**src/rtl/multicycle_ctrl.sv**
```systemverilog
// multicycle_ctrl: control FSM for a multicycle RV32I-subset datapath.
// Optional feature: define MULTICYCLE_JALR_EN to add the JALR state and
// accept op 1100111; without it that opcode is reported as Illegal.
// Outputs are decoded from the state register in the same cycle because
// IRWrite/PCWrite in FETCH, PCWrite in BRANCH and Illegal in DECODE depend
// on same-cycle inputs (MemReady, Zero, op). Reset forces FETCH values.
module multicycle_ctrl (
    input  logic       clk,
    input  logic       reset,
    input  logic [6:0] op,
    input  logic [2:0] funct3,
    input  logic       funct7b5,
    input  logic       Zero,
    input  logic       MemReady,
    output logic       PCWrite,
    output logic       IRWrite,
    output logic       RegWrite,
    output logic       MemWrite,
    output logic       AdrSrc,
    output logic [1:0] ALUSrcA,
    output logic [1:0] ALUSrcB,
    output logic [1:0] ResultSrc,
    output logic [3:0] ALUControl,
    output logic [2:0] ImmSrc,
    output logic       Illegal
);

    localparam logic [6:0] OP_LW   = 7'b0000011;
    localparam logic [6:0] OP_SW   = 7'b0100011;
    localparam logic [6:0] OP_R    = 7'b0110011;
    localparam logic [6:0] OP_I    = 7'b0010011;
    localparam logic [6:0] OP_JAL  = 7'b1101111;
    localparam logic [6:0] OP_BR   = 7'b1100011;
    localparam logic [6:0] OP_JALR = 7'b1100111;
    localparam logic [6:0] OP_LUI  = 7'b0110111;
    localparam logic [6:0] OP_AUI  = 7'b0010111;

    localparam logic [3:0] ALU_ADD = 4'b0000;
    localparam logic [3:0] ALU_SUB = 4'b0001;
    localparam logic [3:0] ALU_AND = 4'b0010;
    localparam logic [3:0] ALU_OR  = 4'b0011;
    localparam logic [3:0] ALU_SLT = 4'b0101;

    typedef enum logic [3:0] {
        S_FETCH,
        S_DECODE,
        S_MEMADR,
        S_MEMREAD,
        S_MEMWB,
        S_MEMWRITE,
        S_EXECUTER,
        S_EXECUTEI,
        S_ALUWB,
        S_JAL,
        S_BRANCH
`ifdef MULTICYCLE_JALR_EN
        , S_JALR
`endif
    } state_t;

    state_t     state_q, state_d;
    state_t     dec_state;
    logic       op_legal;
    logic [3:0] alu_fn;

    // Opcode dispatch out of DECODE; unknown opcodes fall back to FETCH.
    always_comb begin
        dec_state = S_FETCH;
        op_legal  = 1'b1;
        case (op)
            OP_LW, OP_SW: dec_state = S_MEMADR;
            OP_R:         dec_state = S_EXECUTER;
            OP_I:         dec_state = S_EXECUTEI;
            OP_JAL:       dec_state = S_JAL;
            OP_BR:        dec_state = S_BRANCH;
`ifdef MULTICYCLE_JALR_EN
            OP_JALR:      dec_state = S_JALR;
`endif
            default:      op_legal  = 1'b0;
        endcase
    end

    // ALU operation for the execute states from funct3 (sub only for R-type).
    always_comb begin
        case (funct3)
            3'b000:  alu_fn = (op == OP_R && funct7b5) ? ALU_SUB : ALU_ADD;
            3'b010:  alu_fn = ALU_SLT;
            3'b110:  alu_fn = ALU_OR;
            3'b111:  alu_fn = ALU_AND;
            default: alu_fn = ALU_ADD;
        endcase
    end

    // Immediate format, independent of state.
    always_comb begin
        case (op)
            OP_LW, OP_I, OP_JALR: ImmSrc = 3'b000;
            OP_SW:                ImmSrc = 3'b001;
            OP_BR:                ImmSrc = 3'b010;
            OP_JAL:               ImmSrc = 3'b011;
            OP_LUI, OP_AUI:       ImmSrc = 3'b100;
            default:              ImmSrc = 3'b000;
        endcase
    end

    // Next-state logic; memory states wait on MemReady.
    always_comb begin
        state_d = state_q;
        case (state_q)
            S_FETCH:    if (MemReady) state_d = S_DECODE;
            S_DECODE:   state_d = dec_state;
            S_MEMADR:   state_d = (op == OP_LW) ? S_MEMREAD :
                                  (op == OP_SW) ? S_MEMWRITE : S_FETCH;
            S_MEMREAD:  if (MemReady) state_d = S_MEMWB;
            S_MEMWB:    state_d = S_FETCH;
            S_MEMWRITE: if (MemReady) state_d = S_FETCH;
            S_EXECUTER: state_d = S_ALUWB;
            S_EXECUTEI: state_d = S_ALUWB;
            S_ALUWB:    state_d = S_FETCH;
            S_JAL:      state_d = S_ALUWB;
            S_BRANCH:   state_d = S_FETCH;
`ifdef MULTICYCLE_JALR_EN
            S_JALR:     state_d = S_ALUWB;
`endif
            default:    state_d = S_FETCH;
        endcase
    end

    // State register with synchronous reset to FETCH.
    always_ff @(posedge clk) begin
        if (reset) state_q <= S_FETCH;
        else       state_q <= state_d;
    end

    // Per-state output decode; reset overrides to FETCH selects, enables off.
    always_comb begin
        PCWrite    = 1'b0;
        IRWrite    = 1'b0;
        RegWrite   = 1'b0;
        MemWrite   = 1'b0;
        AdrSrc     = 1'b0;
        Illegal    = 1'b0;
        ALUSrcA    = 2'b00;
        ALUSrcB    = 2'b00;
        ResultSrc  = 2'b00;
        ALUControl = ALU_ADD;
        if (reset) begin
            ALUSrcB   = 2'b10;
            ResultSrc = 2'b10;
        end else begin
            case (state_q)
                S_FETCH: begin
                    ALUSrcB   = 2'b10;
                    ResultSrc = 2'b10;
                    IRWrite   = MemReady;
                    PCWrite   = MemReady;
                end
                S_DECODE: begin
                    ALUSrcA = 2'b01;
                    ALUSrcB = 2'b01;
                    Illegal = ~op_legal;
                end
                S_MEMADR: begin
                    ALUSrcA = 2'b10;
                    ALUSrcB = 2'b01;
                end
                S_MEMREAD:  AdrSrc = 1'b1;
                S_MEMWB: begin
                    ResultSrc = 2'b01;
                    RegWrite  = 1'b1;
                end
                S_MEMWRITE: begin
                    AdrSrc   = 1'b1;
                    MemWrite = 1'b1;
                end
                S_EXECUTER: begin
                    ALUSrcA    = 2'b10;
                    ALUControl = alu_fn;
                end
                S_EXECUTEI: begin
                    ALUSrcA    = 2'b10;
                    ALUSrcB    = 2'b01;
                    ALUControl = alu_fn;
                end
                S_ALUWB:    RegWrite = 1'b1;
                S_JAL: begin
                    ALUSrcA = 2'b01;
                    ALUSrcB = 2'b10;
                    PCWrite = 1'b1;
                end
                S_BRANCH: begin
                    ALUSrcA    = 2'b10;
                    ALUControl = ALU_SUB;
                    PCWrite    = (funct3 == 3'b000) ? Zero :
                                 (funct3 == 3'b001) ? ~Zero : 1'b0;
                end
`ifdef MULTICYCLE_JALR_EN
                S_JALR: begin
                    ALUSrcA = 2'b10;
                    ALUSrcB = 2'b01;
                    PCWrite = 1'b1;
                end
`endif
                default: ;
            endcase
        end
    end

endmodule
```
**config.mk**
```make
export PLATFORM = sky130hd
export DESIGN_NAME = multicycle_ctrl
export DESIGN_NICKNAME = d
export VERILOG_FILES = /design/src/rtl/multicycle_ctrl.sv
export SDC_FILE = /design/constraint.sdc
export NUM_CORES = 1
export LEC_CHECK = 0
export ABC_AREA = 1
export BUFFER_PORTS_ARGS = -buffer_cell sky130_fd_sc_hd__clkbuf_2
export CAP_MARGIN = 20
export CELL_PAD_IN_SITES_DETAIL_PLACEMENT = 1
export CELL_PAD_IN_SITES_GLOBAL_PLACEMENT = 1
export CORE_ASPECT_RATIO = 0.75
export CORE_MARGIN = 2
export CORE_UTILIZATION = 26
export CTS_BUF_LIST = sky130_fd_sc_hd__clkbuf_4 sky130_fd_sc_hd__clkbuf_8
export CTS_CLUSTER_DIAMETER = 40
export DETAILED_ROUTE_END_ITERATION = 16
export PLACE_DENSITY_LB_ADDON = 0.2
export SYNTH_ARGS = -nofsm -noshare
export SYNTH_HDL_FRONTEND = slang
export SYNTH_SLANG_ARGS = --single-unit
```
**constraint.sdc**
```tcl
create_clock -name clk -period 1.1 [get_ports clk]
set_clock_uncertainty 0.1 [all_clocks]
set_input_delay 0.055 -clock clk [delete_from_list [all_inputs] [get_ports clk]]
set_output_delay 0.055 -clock clk [all_outputs]
set_load 0.05 [all_outputs]
```
==> flow_summary.yaml, run 1 <==
yosys:
  synth_top_area_cell: "nand2_1"
  synth_warnings: 0
  synth_area_leaders: "nand2_1 (17%), dfxtp_1 (12%), inv_1 (10%), nand3_1 (9.3%), nor2_1 (9.3%)"
  ys_types: 26
  syn-num-nets: 136
  synth_cells: 121
  yosysSeqAreaShare: 0.124
  synth_top_area_share: 0.174
  syn_avg_cell_area_um2: 5.34
  ys_ff_latch: 4
  syn_area_um2: 646
clocking:
  cts_resized: 47
  clk_path_buf_depth: 2
  numClockSinks: 4
  post_cts_buffers: 12
  cts-root-buf: "clkbuf_4"
  cts_buffers: 3
  htree_levels: 1
  holdBufCountCts: 0
placed_design:
  routabilityCongestion: 0.867
  portBuffers: 32
  place_hpwl_um: 3350
  dp_worst_setup_slack_ns: -0.397
floorplanning:
  chipWidth_um: 61.5
  ios: 34
  rows: 15
  die_h_um: 47.2
  initial_utilization: 0.277
run_status:
  error: "[ERROR DPL-0033] detailed placement checks failed during check placement."
  outcome: "aborted with a tool error"
  lastStage: "4_1_cts"
-- through the flow --
step	utilization	instances	hold slack [ns]	area, um^2
after floorplan	-	121	0.148	860
after global placement	0.671	222	0.340	1560
after detailed placement	0.671	222	0.367	1560
-- cell families after synthesis --
kind of cell,after synthesis,synth area share
buffers and inverters,25,0.151
AOI/OAI and AO/OA,13,0.128
other,1,0.00581
and+or+nand+nor,78,0.591
DFF,4,0.124
-- synth_stat cells --
cell type  instances
o21ai_2            1
nand2_4            2
nor2_2             3
or2_2              1
o21ai_1            1
a31oi_1            1
dfxtp_1            4
nand3_1           12
nor3_1             4
buf_4              1
a21oi_1            4
clkbuf_1           1
o211ai_1           1
nor2_4             3
nor4_1             2
inv_1             18
inv_2              5
nand2_1           30
o21ai_0            2
nand2_2            2
conb_1             1
a21oi_2            2
nand4_1            2
nor3_2             1
o31ai_1            1
nor2_1            16
==> inputs of run 2 (changes only) <==
==> config.mk (replaced) <==
export PLATFORM = sky130hd
export DESIGN_NAME = multicycle_ctrl
export DESIGN_NICKNAME = d
export VERILOG_FILES = /design/src/rtl/multicycle_ctrl.sv
export SDC_FILE = /design/constraint.sdc
export NUM_CORES = 1
export LEC_CHECK = 0
export ABC_AREA = 1
export BUFFER_PORTS_ARGS = -buffer_cell sky130_fd_sc_hd__clkbuf_2
export CAP_MARGIN = 20
export CORE_AREA = 2 2 63 65
export DETAILED_ROUTE_END_ITERATION = 16
export DIE_AREA = 0 0 65 67
export PLACE_DENSITY_LB_ADDON = 0.15
export SYNTH_ARGS = -nofsm -noshare
export SYNTH_HDL_FRONTEND = slang
export SYNTH_SLANG_ARGS = --single-unit
==> constraint.sdc (replaced) <==
create_clock -name clk -period 1.43 [get_ports clk]
set_clock_uncertainty 0.1 [all_clocks]
set_input_delay 0.0715 -clock clk [delete_from_list [all_inputs] [get_ports clk]]
set_output_delay 0.0715 -clock clk [all_outputs]
set_load 0.05 [all_outputs]
==> run 2 against run 1 <==
Compared with the run above: the flow now finishes, with violations (negative setup slack); area after synthesis did not move; synthesized cell count did not move.
==> flow_summary.yaml, run 2 <==
run_status:
  outcome: "finished, violations left"
  violations: "negative setup slack"
cells_and_area:
  final_cell_mix: "nand2_1 (29), buf_4 (19), clkbuf_2 (17), inv_1 (14), nor2_1 (10)"
  layout-drive-gt1-share: 0.604
  top_regs: "state_q (4)"
  top_register: "state_q"
  final_common_cell: "nand2_1"
  largest_reg_flops: 4
  nets: 199
  syn_to_final_growth_pct: 134
  n_antenna_cell: 0
sta:
  final-setup-viol-count: 17
  timing.final.ws_setup_ns: -0.222
  rsz0062_at_grt: "true"
  drv_slew: 0
  fin_crit_sh: 1.16
  holdWs_ns: 0.143
  period_needed_ns: 1.65
  hold_viol: 0
  timing.fmax_mhz: 605
clocking:
  htree_levels: 1
  holdBufCountCts: 0
  cts-root-buf: "clkbuf_8"
  worst_skew_pair.late_latency_ns: 0.22
  cts_tree: "built"
  clkTransAtPathRegs_ns: 0.03
  numClockSinks: 4
  clk_path_buf_depth: 2
  cts_buffers: 3
critical_path:
  cp-start-kind: "flop"
  worstPathRequired_ns: 1.26
  worst-path-max-fanout: 4
  crit_type: "flop to primary output"
  crit_arrival_ns: 1.48
  cp_slowest_cell: "dfxtp_4"
  crit_top_cell: "inv_4"
  crit_path_end_kind: "primary output"
  cp_cell_sequence: "inv_4 > nor2_4 > buf_12 > buf_6 > inv_4 > nor3_2 > o31ai_1 > inv_1 > buf_8"
  max_stage_delay_ns: 0.36
floorplanning:
  dieArea_um2: 4360
  die_h_um: 67
  coreArea_um2: 3610
  rows: 22
  chipWidth_um: 65
  initial_utilization: 0.179
  ios: 34
yosys:
  synth_ff_type: "dfxtp_1"
  synth_edf_count: 0
  synth_cells: 121
  synth_top_area_share: 0.174
  yosysMostFrequentCell: "nand2_1"
  syn_avg_cell_area_um2: 5.34
  ys_async_sr_fraction: 0
  ys_top_cells_by_count: "nand2_1 (30), inv_1 (18), nor2_1 (16)"
  ys_types: 26
  synth_top_area_cell: "nand2_1"
  synth_warnings: 0
  yosysSeqAreaShare: 0.124
  syn_area_um2: 646
  ys_ff_latch: 4
  synth_area_leaders: "nand2_1 (17%), dfxtp_1 (12%), inv_1 (10%), nand3_1 (9.3%), nor2_1 (9.3%)"
  syn-num-nets: 136
pwr:
  p_per_area_nw_per_um2: 411
  vdd_ir_drop_max_mv: 0.269
  power_leakage_nw: 0.711
placed_design:
  routabilityCongestion: 0.832
  dp_worst_setup_slack_ns: -0.0832
  portBuffers: 32
  place_hpwl_um: 2030
grt:
  grt_max_degree: 11
  antenna_found_initial: 0
  first_global_vias: 947
  grt_pass1_wl_um: 4070
  grt_use_total: 0.119
  grt_overflow: 0
routing:
  wirelength_um: 2510
  via_per_inst: 4.19
  wire_per_inst_um: 10.9
  drt_first_iter_violations: 25
  routed-via-count: 963
  drtPass1Iterations: 5
  drcViolationCount: 0
  drtAntennaViolNets: 0
run:
  maxCapViolations: 0
worst_hold_path:
  min_path_type: "primary input to flop"
==> run 2: critical path: cells and delay by family, from the launching register on <==
| kind | cells | cell delay [ns] |
|---|---|---|
| buf+inv | 6 | 0.59 |
| flops | 1 | 0.36 |
| compound gates | 1 | 0.23 |
| simple gates | 2 | 0.08 |
==> run 2: metal layers <==
| layer | routed length (um) | part of all wire | track usage |
|---|---|---|---|
| met3 | 117 | 0.047 | 0.0186 |
| met2 | 1270 | 0.50 | 0.206 |
| met5 | 0 | 0 | 0 |
| met1 | 1110 | 0.44 | 0.156 |
| met4 | 19 | 0.0076 | 0.0239 |
==> run 2: cell type report <==
type / count / area [um^2]
multi-input cells: 92 / 634
clock buffers: 3 / 41.3
flip-flops and latches: 4 / 92.6
inverters: 23 / 100
fillers: 377 / 2100
well taps: 48 / 60.1
repair buffers: 60 / 579
==> run 2: worst paths after layout <==
path	startpoint	end	slack, ns	cells past startpoint
max	state_q[2]$_SDFFE_PP0P_	ALUSrcB[0]	-0.22	9
min	MemReady	state_q[1]$_SDFFE_PP0P_	0.14	4
max reg2reg	state_q[2]$_SDFFE_PP0P_	state_q[0]$_SDFFE_PP0P_	-0.08	10
min reg2reg	state_q[0]$_SDFFE_PP0P_	state_q[0]$_SDFFE_PP0P_	0.60	4
==> run 2: repair_timing <==
item                                    CTS  global route
buffers inserted                          8             7
gates resized for setup                  43            33
pin swaps                                 5            19
endpoints found under the setup margin   15            18
cloned                                    0             0
==> run 2: cells by family (layout without fill, tap and decap cells) <==
family                 count (synthesis)  count (layout)  share of synthesized area
flip-flops                             4               4                      0.124
other                                  1               1                    0.00581
AO/OA/AOI/OAI                         13              13                      0.128
AND/OR/NAND/NOR                       78              78                      0.591
buffers and inverters                 25              86                      0.151
==> run 2: power breakdown <==
group	leakage, nW	total (W)	switching (W)	internal (W)
clock network	0.0216	0.000241	0.0000613	0.000180
registers	0.0352	0.000119	0.00000729	0.000112
logic	0.655	0.000259	0.000159	0.0000999
==> run 2: per-stage QoR <==
stage               cells  power (W)  utilization  TNS (ns)  instance area (um^2)
floorplan             121   0.000259            -    -0.925                   697
global placement      215   0.000338        0.297    -0.147                  1070
detailed placement    215   0.000338        0.297    -0.113                  1070
CTS                   226   0.000605        0.371     -1.34                  1340
global route          230   0.000656        0.418     -2.95                  1510
finish                230   0.000619        0.418     -1.79                  1510
Power figures use the tool's default switching activity.
